[config.mk]
export PLATFORM = sky130hd
export DESIGN_NAME = dmem_arbiter
export DESIGN_NICKNAME = d
export VERILOG_FILES = /design/src/rtl/dmem_arbiter.sv
export SDC_FILE = /design/constraint.sdc
export NUM_CORES = 1
export LEC_CHECK = 0
export BUFFER_PORTS_ARGS = -buffer_cell sky130_fd_sc_hd__buf_2
export CORE_AREA = 2 2 120 122
export DETAILED_ROUTE_END_ITERATION = 8
export DIE_AREA = 0 0 122 124
export GPL_ROUTABILITY_DRIVEN = 0
export PLACE_DENSITY = 0.8
export SYNTH_ARGS = -nofsm -noshare
export SYNTH_HDL_FRONTEND = slang
export SYNTH_SLANG_ARGS = --single-unit
[constraint.sdc]
create_clock -name clk -period 10.79 [get_ports clk]
set_clock_uncertainty 0.05 [all_clocks]
set_input_delay 0 -clock clk [delete_from_list [all_inputs] [get_ports clk]]
set_output_delay 0 -clock clk [all_outputs]
set_load 0.05 [all_outputs]
[src/rtl/dmem_arbiter.sv]
// Two-master arbiter for the shared data memory port with locked sequences and m1 watchdog blocking.
// Define DMEM_ARB_RR_EN for round-robin idle arbitration instead of fixed m0 priority with starvation forcing.
module dmem_arbiter #(
  parameter int STARVE_LIMIT = 8,
  parameter int CNT_W        = 4
) (
  input  logic        clk,
  input  logic        rst,
  input  logic        m0_req,
  input  logic        m0_we,
  input  logic [2:0]  m0_op_sel,
  input  logic [31:0] m0_addr,
  input  logic [31:0] m0_wdata,
  input  logic        m0_lock,
  input  logic        m1_req,
  input  logic        m1_we,
  input  logic [2:0]  m1_op_sel,
  input  logic [31:0] m1_addr,
  input  logic [31:0] m1_wdata,
  input  logic        m1_lock,
  output logic        m0_gnt,
  output logic        m1_gnt,
  output logic        m0_rvalid,
  output logic        m1_rvalid,
  output logic [31:0] m0_rdata,
  output logic [31:0] m1_rdata,
  output logic        m1_err,
  output logic        mem_w_en,
  output logic        mem_r_en,
  output logic [2:0]  mem_op_sel,
  output logic [31:0] mem_addr,
  output logic [31:0] mem_data_w,
  input  logic [31:0] mem_data_r
);

  typedef enum logic [1:0] {IDLE, LOCK0, LOCK1} state_t;

  state_t      state_q, state_d;
  logic        gnt0_c, gnt1_c;
  logic        prefer_m1;

  logic        stage_valid_q, stage_valid_d;
  logic        stage_we_q, stage_we_d;
  logic        stage_id_q, stage_id_d;
  logic        stage_blocked_q, stage_blocked_d;
  logic [2:0]  stage_op_q, stage_op_d;
  logic [31:0] stage_addr_q, stage_addr_d;
  logic [31:0] stage_wdata_q, stage_wdata_d;

  logic        rvalid0_q, rvalid0_d;
  logic        rvalid1_q, rvalid1_d;
  logic [31:0] rdata0_q, rdata0_d;
  logic [31:0] rdata1_q, rdata1_d;
  logic        err_q, err_d;
  logic [31:0] resp_data;

`ifdef DMEM_ARB_RR_EN
  logic rr_q, rr_d;

  assign prefer_m1 = rr_q;

  // Pointer moves to the loser only when both masters fought for the port in IDLE.
  always_comb begin
    rr_d = rr_q;
    if (state_q == IDLE && m0_req && m1_req) begin
      rr_d = ~rr_q;
    end
  end
`else
  localparam logic [CNT_W-1:0] LIMIT = CNT_W'(STARVE_LIMIT);
  logic [CNT_W-1:0] cnt_q, cnt_d;

  assign prefer_m1 = (cnt_q == LIMIT);

  always_comb begin
    cnt_d = cnt_q;
    if (m1_gnt) begin
      cnt_d = '0;
    end else if (m1_req && state_q != LOCK0 && cnt_q != LIMIT) begin
      cnt_d = cnt_q + 1'b1;
    end
  end
`endif

  always_comb begin
    gnt0_c = 1'b0;
    gnt1_c = 1'b0;
    case (state_q)
      IDLE: begin
        if (m0_req && m1_req) begin
          gnt1_c = prefer_m1;
          gnt0_c = ~prefer_m1;
        end else begin
          gnt0_c = m0_req;
          gnt1_c = m1_req;
        end
      end
      LOCK0:   gnt0_c = m0_req;
      LOCK1:   gnt1_c = m1_req;
      default: ;
    endcase
  end

  // Grants must read 0 while reset is held, even though they are combinational.
  assign m0_gnt = gnt0_c & ~rst;
  assign m1_gnt = gnt1_c & ~rst;

  always_comb begin
    state_d = state_q;
    if (m0_gnt) begin
      state_d = m0_lock ? LOCK0 : IDLE;
    end else if (m1_gnt) begin
      state_d = m1_lock ? LOCK1 : IDLE;
    end
  end

  always_comb begin
    stage_valid_d   = m0_gnt | m1_gnt;
    stage_we_d      = 1'b0;
    stage_id_d      = 1'b0;
    stage_blocked_d = 1'b0;
    stage_op_d      = '0;
    stage_addr_d    = '0;
    stage_wdata_d   = '0;
    if (m1_gnt) begin
      stage_we_d      = m1_we;
      stage_id_d      = 1'b1;
      stage_blocked_d = (m1_addr[31:28] == 4'h4);
      stage_op_d      = m1_op_sel;
      stage_addr_d    = m1_addr;
      stage_wdata_d   = m1_wdata;
    end else if (m0_gnt) begin
      stage_we_d      = m0_we;
      stage_op_d      = m0_op_sel;
      stage_addr_d    = m0_addr;
      stage_wdata_d   = m0_wdata;
    end
  end

  always_comb begin
    resp_data = stage_blocked_q ? 32'h0 : mem_data_r;
    rvalid0_d = stage_valid_q & ~stage_we_q & ~stage_id_q;
    rvalid1_d = stage_valid_q & ~stage_we_q & stage_id_q;
    rdata0_d  = rvalid0_d ? resp_data : 32'h0;
    rdata1_d  = rvalid1_d ? resp_data : 32'h0;
    err_d     = stage_valid_q & stage_blocked_q;
  end

  always_ff @(posedge clk or posedge rst) begin
    if (rst) begin
      state_q         <= IDLE;
      stage_valid_q   <= 1'b0;
      stage_we_q      <= 1'b0;
      stage_id_q      <= 1'b0;
      stage_blocked_q <= 1'b0;
      stage_op_q      <= '0;
      stage_addr_q    <= '0;
      stage_wdata_q   <= '0;
      rvalid0_q       <= 1'b0;
      rvalid1_q       <= 1'b0;
      rdata0_q        <= '0;
      rdata1_q        <= '0;
      err_q           <= 1'b0;
`ifdef DMEM_ARB_RR_EN
      rr_q            <= 1'b0;
`else
      cnt_q           <= '0;
`endif
    end else begin
      state_q         <= state_d;
      stage_valid_q   <= stage_valid_d;
      stage_we_q      <= stage_we_d;
      stage_id_q      <= stage_id_d;
      stage_blocked_q <= stage_blocked_d;
      stage_op_q      <= stage_op_d;
      stage_addr_q    <= stage_addr_d;
      stage_wdata_q   <= stage_wdata_d;
      rvalid0_q       <= rvalid0_d;
      rvalid1_q       <= rvalid1_d;
      rdata0_q        <= rdata0_d;
      rdata1_q        <= rdata1_d;
      err_q           <= err_d;
`ifdef DMEM_ARB_RR_EN
      rr_q            <= rr_d;
`else
      cnt_q           <= cnt_d;
`endif
    end
  end

  assign mem_w_en   = stage_valid_q & stage_we_q & ~stage_blocked_q;
  assign mem_r_en   = stage_valid_q & ~stage_we_q & ~stage_blocked_q;
  assign mem_op_sel = stage_op_q;
  assign mem_addr   = stage_addr_q;
  assign mem_data_w = stage_wdata_q;

  assign m0_rvalid  = rvalid0_q;
  assign m1_rvalid  = rvalid1_q;
  assign m0_rdata   = rdata0_q;
  assign m1_rdata   = rdata1_q;
  assign m1_err     = err_q;

endmodule

# Yosys cells after proc, flatten, opt, wreduce, memory -nomap -nowiden

Index checks and enable logic that the tools add are counted.

Register bits after elaboration: 144
Bits of input ports: 174
Logic and storage cells: 65

Add/sub/neg operators: 1
Equal/unequal tests: 6
Muxes and demuxes: 23
Bitwise logic cells: 15
Reductions and logical operators: 6

Operators with widths:

| kind                                                  | number |
|---|---|
| 2-to-1 mux 32 bit                                     | 7 |
| bitwise AND 1 bit                                     | 9 |
| 2-to-1 mux 4 bit                                      | 2 |
| 2-to-1 mux 1 bit                                      | 7 |
| 2-to-1 mux 2 bit                                      | 3 |
| 2-to-1 mux 3 bit                                      | 2 |
| NOT 1 bit                                             | 5 |
| adder 4 x 1 -> 4 bit, second input constant           | 1 |
| == test 4 x 3 -> 1 bit, second input constant         | 1 |
| == test 4 bit, second input constant                  | 1 |
| inequality test 4 bit, second input constant          | 1 |
| one-hot mux 1 bit (2 select lines)                    | 2 |
| nonzero test 2 bit                                    | 2 |
| logical AND 1 bit                                     | 3 |
| == test 2 x 1 -> 1 bit, second input constant         | 1 |
| == test 2 bit, second input constant                  | 1 |
| zero test 2 bit                                       | 1 |
| inequality test 2 x 1 -> 1 bit, second input constant | 1 |
| bitwise OR 1 bit                                      | 1 |

# Longest topological paths before layout

Gate-level depths: netlist of the first run.

Depth after elaboration: 7
Mapped depth: 7

# Least setup slack after synthesis of the first run

Ideal clock, no wire load.

Path type: register -> output
Start point: register cnt_q[0]
End point: output m0_gnt
Arrival time: 2149 ps
Slack: 8591 ps
Stages on the path, launching flop included: 8
Path buffers: 2
Path through: dfrtp_1 > inv_1 > ha_1 > nand3b_4 > buf_6 > buf_2 > nor2_1 > nor3_1

Word-level cells in the longest chain between the ends: 5

RTL lines:

| element                            | line | source |
|---|---|---|
| start, declared                    | 71   | `logic [CNT_W-1:0] cnt_q, cnt_d;` |
| start signal, assigned             | 186  | `cnt_q <= cnt_d;` |
| == test 4 bit                      | 73   | `assign prefer_m1 = (cnt_q == LIMIT);` |
| NOT 1 bit                          | 92   | `gnt0_c = ~prefer_m1;` |
| 2-to-1 mux 1 bit                   | 90   | `if (m0_req && m1_req) begin` |
| one-hot mux 1 bit (2 select lines) | 88   | `case (state_q)` |
| bitwise AND 1 bit                  | 105  | `assign m0_gnt = gnt0_c & ~rst;` |
| end, declared                      | 21   | `output logic m0_gnt,` |

Every way passes these cells.

# Worst setup path after layout of the first run

Start point: register state_q[1]
End point: register stage_blocked_q

Word-level cells in the longest chain between the ends: 4
Elaborated cells on any way between the ends: 5

RTL lines:

| element                                                 | line | source |
|---|---|---|
| start, declared                                         | 38   | `state_t state_q, state_d;` |
| start signal, assigned                                  | 170  | `state_q <= state_d;` |
| == test 2 bit / zero test 2 bit (equally long branches) | 88   |  |
| one-hot mux 1 bit (2 select lines) *                    | 88   |  |
| bitwise AND 1 bit *                                     | 106  | `assign m1_gnt = gnt1_c & ~rst;` |
| 2-to-1 mux 1 bit *                                      | 125  | `if (m1_gnt) begin` |
| named net stage_blocked_d                               | 45   | `logic stage_blocked_q, stage_blocked_d;` |
| end signal, assigned                                    | 174  | `stage_blocked_q <= stage_blocked_d;` |
| end, declared                                           | 45   |  |

The timed path passes the listed nets; every way through them passes the cells marked *.
A chain may end at the register's enable or synchronous reset.

==> results.ini, run 1 <==
[setup_path]
worstSetupPathType=reg -> reg
cp_max_fo=82
arrival_ns=3.70
crit_path_end_kind=flop
startpoint_type=flop
crit_required_ns=11.04
r2r_cells=5

[routing]
postRouteAntennaNets=0
dr.pass1.iters=7
avgViaCountPerCell=5.372
drt-initial-drc-count=579
wl_per_cell_um=18.14
drc=0
drt-total-wl_mm=22.92
num_vias=6785

[cts]
postCtsSetupBuffers=0
cts-buffers-inserted=17
cts_tree=yes
clk_pin_slew_worst_paths_ns=0.07
clock_latency_ns=0.42
clockRootBuffer=clkbuf_16
clock_path_buffers=2
numClockSinks=144
h-tree-depth=4

[synthesis]
seq_area_frac_synth_pct=56.69
yosysWarningCount=0
synth.avg_cell_area_um2=10.22
syn_inst=622
synth_seq_cells=144
synth_nets=798
netlist_area_mm2=0.006356
synth.distinct_cells=29

[global_routing]
grtUsageTotal_pct=29.51
antenna_found_initial=0
first_global_vias=6858
grt_overflow=0
grt_max_degree=83
grt_pass1_wl_mm=34.24

[cells_and_area]
fillCellCount=877
area_growth_pct=60.39
drive_gt1_share_pct=32.72
fin_cells=1263
final_nets=1245

[placement]
hpwl_mm=11.85
dp_cells=1055
portBuffers=311

[run]
max_cap_violations=0

[floorplanning]
die-area_mm2=0.01513
start_util_pct=46.33
core_area_mm2=0.01372
rows=43
die_x_um=122
die_h_um=124
boundaryPins=312

[timing]
rsz0062_at_grt=no
fin_crit_ns=3.454
slew_headroom_pct=19.82
final.period_utilization_pct=32.01
hold_violations=0
fin_tns_setup_ns=0
tightest_slew_ns=1.200
slew_viol_final=0
fmax_mhz=289.5
setup_viol=0

[power_and_ir_drop]
leakagePower_nw=5.548
ir_drop_v=0.0001162
powerDensity_mw_per_mm2=182.3

[outcome]
status=finished clean

[min_path]
hold_class=in -> async

[critical path, stage by stage (launching register included)]
cell           delay, ns
dfrtp_1             0.42
nor2b_4             0.93
buf_4               0.80
a211oi_2            0.28
and4_1              0.26
dlygate4sd3_1       0.54
[layout by cell type (no fill, tap or decap), drive strengths merged]
master | synthesis | final
and2 | 1 | 1
and4 | 1 | 1
nor2 | 67 | 67
a211oi | 2 | 2
nor2b | 4 | 4
clkinv | 0 | 3
inv | 74 | 82
o21ai | 3 | 3
and3b | 1 | 1
dlygate4sd3 | 0 | 175
or4 | 3 | 3
diode | 0 | 1
clkbuf | 39 | 17
a21oi | 73 | 73
nand3 | 1 | 1
o31ai | 4 | 4
a211o | 68 | 68
o32a | 1 | 1
ha | 2 | 2
dfrtp | 144 | 144
nor3 | 1 | 1
nand4b | 1 | 1
buf | 25 | 317
nand2 | 3 | 3
o211ai | 68 | 68
nand3b | 1 | 1
clkinvlp | 0 | 4
nand2b | 35 | 35
[layout make-up]
cell class	instances	area (um^2)	area share (%)
Clock buffer	17	425.4	4.173
Multi-Input combinational cell	340	2178	21.37
Antenna cell	1	2.502	0.02455
Tap cell	180	225.2	2.209
Clock inverter	15	123.9	1.215
Sequential cell	144	3603	35.35
Inverter	74	282.8	2.774
Timing Repair Buffer	492	3353	32.89
[cell families after synthesis]
kind of cell / synth area share, %
compound gates: 24.33
buf+inv: 9.232
simple gates: 9.350
flops: 56.69
fa+ha+maj: 0.3936
[power by group]
group	total, mW	switching [mW]	leakage [nW]	internal [mW]
sequential	0.631	0.0281	1.95	0.603
clock	0.551	0.251	0.261	0.301
combinational	0.677	0.464	3.33	0.213
[cells in the mapped netlist (all sizes together)]
master,instances,area (um^2)
dfrtp,144,3603
inv,74,277.8
a21oi,73,365.4
a211o,68,595.6
o211ai,68,510.5
nor2,67,251.5
clkbuf,39,146.4
nand2b,35,219.0
buf,25,162.6
nor2b,4,27.53
o31ai,4,30.03
nand2,3,11.26
o21ai,3,15.01
or4,3,22.52
a211oi,2,20.02
ha,2,25.02
and2,1,6.260
and3b,1,8.760
and4,1,8.760
nand3,1,5.000
nand3b,1,20.02
nand4b,1,8.760
nor3,1,5.000
o32a,1,10.01
[layer usage]
metal	GRT usage [%]	up-vias	share of wire [%]
li1	-	3027	-
met1	32.63	3228	36
met2	50.49	433	50
met3	7.830	97	8.4
met4	18.97	0	5.3
met5	0	-	0
[worst paths after layout]
check	startpoint	endpoint	slack, ns
min reg2reg	stage_valid_q$_DFF_PP0_	m1_err$_DFF_PP0_	0.48
max reg2reg	state_q[1]$_DFFE_PP0P_	stage_blocked_q$_DFF_PP0_	7.34
min	rst	mem_addr[3]$_DFF_PP0_	0.23
min in group clk	rst	stage_valid_q$_DFF_PP0_	0.26
max	state_q[1]$_DFFE_PP0P_	stage_blocked_q$_DFF_PP0_	7.34
max in group asynchronous	rst	m1_rdata[13]$_DFF_PP0_	9.20
[repair_timing]
action                                  4_1_cts  5_1_grt
hold buffers                                175        0
resized for setup                             0        0
endpoints found under the setup margin        0        0
endpoints found under the hold margin       138        0
[per-stage QoR]
| stage | cell area [um^2] | utilization [%] | setup slack, ns | power (mW) | hold WS, ns |
|---|---|---|---|---|---|
| finish | 10190 | 74.31 | 7.336 | 1.859 | 0.2273 |
| global route | 10190 | 74.29 | 7.149 | 1.934 | 0.2929 |
| CTS | 10190 | 74.29 | 7.411 | 1.842 | 0.1983 |
| detailed placement | 7891 | 57.52 | 7.961 | 1.211 | 0.2061 |
| global placement | 7891 | 57.52 | 7.980 | 1.203 | 0.2022 |
| floorplan | 6356 | - | 6.481 | 1.083 | 0.07154 |
[sequential cells by signal (all words and copies together), names as in the netlist, 2 cells and up]
| name | cells |
|---|---|
| state_q | 2 |
| mem_op_sel | 3 |
| mem_data_w | 32 |
| mem_addr | 32 |
| cnt_q | 4 |
| m1_rdata | 32 |
| m0_rdata | 32 |
Power figures use the tool's default switching activity.
==> run 2: changes to the inputs <==
- ABC_AREA: unset -> 1
- CORE_AREA: 2 2 120 122 -> 2 2 122 124
- DIE_AREA: 0 0 122 124 -> 0 0 124 126
- PLACE_DENSITY: 0.8 -> 0.72
- clock period: 10.79 -> 3.3 ns (I/O delays scaled with it)
==> results.ini, run 2 <==
[timing]
rsz0062_at_grt=no
final.period_utilization_pct=79.52
setup_viol=0
slew_headroom_pct=32.34
fin_tns_setup_ns=0
hold_violations=0
fmax_mhz=381.1
tightest_slew_ns=1.013
fin_crit_ns=2.624
slew_viol_final=0

[placement]
hpwl_mm=10.67
portBuffers=311

[global_routing]
met2_usage_pct=42.66
antenna_found_initial=1
grt_busiest_layer=met2
grt_pass1_wl_mm=28.44
grt_max_degree=72
grtUsageTotal_pct=23.91
met3_usage_pct=8.016
met1_usage_pct=24.22
first_global_vias=5950
grt_overflow=0

[routing]
drt-initial-drc-count=273
wl_per_cell_um=15.15
dr.pass1.iters=4
drc=0
avgViaCountPerCell=4.571
postRouteAntennaNets=0
num_vias=5581
drt-total-wl_mm=18.50

[setup_path]
crit_path_max_incr_delay_ns=0.57
cp_max_fo=40
crit_required_ns=3.59
path_cells=inv_1, ha_1, nand2_1, nor2_1, nand2_1, nand2_2, inv_2, buf_12, nand2_1, nand2_1, dlygate4sd3_1
worstSetupPathDepth=11
rrSetupSlack_ns=0.68
arrival_ns=2.91
cp_common_cell=nand2_1
r2r_start=cnt_q[0]$_DFFE_PP0P_
worstSetupPathType=reg -> reg
critical_path.top_delay_family=buffers and inverters
rr_endpoint=mem_data_w[15]$_DFF_PP0_
r2r_cells=11
cpMaxStageDelayCell=dlygate4sd3_1
startpoint_type=flop
path_buf_inv=4
crit_path_end_kind=flop

[synthesis]
netlist_top_cells_area=dfrtp_1 (65%), nand2_1 (15%), nor3_2 (5.3%), buf_6 (3.7%), nor3_1 (3.3%)
yosysWarningCount=0
synthArstFlopShare_pct=100.0
netlist_area_mm2=0.005525
ys_top_cells_by_count=nand2_1 (225), dfrtp_1 (144), inv_1 (45), nor3_1 (36), nor3_2 (29)
synth.avg_cell_area_um2=10.23
syn_inst=540
ys.flop_type=dfrtp_1
synth_seq_cells=144
synth-edff-count=0
synth_most_common_cell=nand2_1
synth.distinct_cells=21
synth_nets=716
synth_top_area_share_pct=65.22
seq_area_frac_synth_pct=65.22
yosysTopAreaCell=dfrtp_1

[min_path]
holdPathEnd=mem_data_w[6]$_DFF_PP0_
hold_class=in -> reg
min_path_cells=4
hold_start=m1_wdata[6]

[power_and_ir_drop]
leakagePower_nw=5.652
power.total_mw=5.894
powerDensity_mw_per_mm2=622.1
ir_drop_v=0.0002825

[cells_and_area]
multi_input_area_mm2=0.001490
seq_area_mm2=0.003605
final_cell_mix=buf_2 (311), nand2_1 (225), dlygate4sd3_1 (176), dfrtp_1 (143), inv_1 (44)
fillCellCount=1036
final_common_cell=buf_2
drive_gt1_share_pct=37.36
final_nets=1199
area_growth_pct=71.47

[cts]
postCtsSetupBuffers=0
numClockSinks=144
clk_pin_slew_worst_paths_ns=0.06
clock_latency_ns=0.41
clockRootBuffer=clkbuf_16
cts_resized=0
cts_tree=yes
clock_path_buffers=2
h-tree-depth=4
cts-buffers-inserted=17
ctsHoldBuffers=176

[floorplanning]
start_util_pct=38.60
die_h_um=126
boundaryPins=312
die-area_mm2=0.01562
core_area_mm2=0.01431
rows=44
die_x_um=124

[run]
max_cap_violations=0

[outcome]
status=finished clean

[run 2: cells by family (layout without fill, tap and decap cells)]
logic type	count (synthesis)	in the layout	synth area share, %
other	0	1	0
adders and majority gates	2	2	0.4528
xor gates and xnor gates	1	1	0.1585
and+or+nand+nor	317	317	26.36
DFF	144	144	65.22
buffers and inverters	76	572	7.812
[run 2: tightest hold or removal path, stage by stage]
cell and delay, ns:
buf_2 0.08, nand2_1 0.04, nand2_1 0.05, dlygate4sd3_1 0.53
[run 2: routing by layer]
layer / wire (um) / vias to the layer above
li1: - / 2613
met1: 6781 / 2615
met5: 0 / -
met4: 633 / 0
met3: 1650 / 60
met2: 9430 / 293
[run 2: per-stage QoR]
step | hold WS, ns | std cells | area (um^2) | util, % | setup slack [ns]
after floorplan | 0.05962 | 540 | 5529 | - | 1.445
after global placement | 0.1437 | 1012 | 7147 | 49.93 | 1.290
after detailed placement | 0.1460 | 1012 | 7147 | 49.93 | 1.270
after CTS | 0.2386 | 1220 | 9472 | 66.17 | 0.7414
after global routing | 0.2714 | 1220 | 9472 | 66.17 | 0.5149
final | 0.2678 | 1221 | 9474 | 66.19 | 0.6758
[run 2: where the power goes]
group | internal, mW | leakage [nW] | switching, mW
combinational | 0.616 | 3.43 | 1.35
sequential | 2.01 | 1.95 | 0.104
clock | 1.05 | 0.271 | 0.767
total | 3.67 | 5.65 | 2.22
[run 2: worst max path at each step]
stage                                           to            startpoint  slack [ns]
after global routing      mem_data_w[14]$_DFF_PP0_  cnt_q[0]$_DFFE_PP0P_        0.51
final                     mem_data_w[15]$_DFF_PP0_  cnt_q[0]$_DFFE_PP0P_        0.68
after floorplan               cnt_q[0]$_DFFE_PP0P_                   rst        1.44
after detailed placement                    m1_gnt  cnt_q[0]$_DFFE_PP0P_        1.27
after global placement                      m1_gnt  cnt_q[0]$_DFFE_PP0P_        1.29
after CTS                    mem_addr[6]$_DFF_PP0_  cnt_q[0]$_DFFE_PP0P_        0.74
[run 2: area by class of cell]
| type | count | area share (%) |
|---|---|---|
| tap | 184 | 2.430 |
| clock buffer | 18 | 4.530 |
| clock inverter | 14 | 1.413 |
| multi-input combinational | 320 | 15.73 |
| timing repair buffer | 493 | 35.90 |
| antenna | 1 | 0.02641 |
| sequential | 144 | 38.05 |
| inverter | 47 | 1.928 |
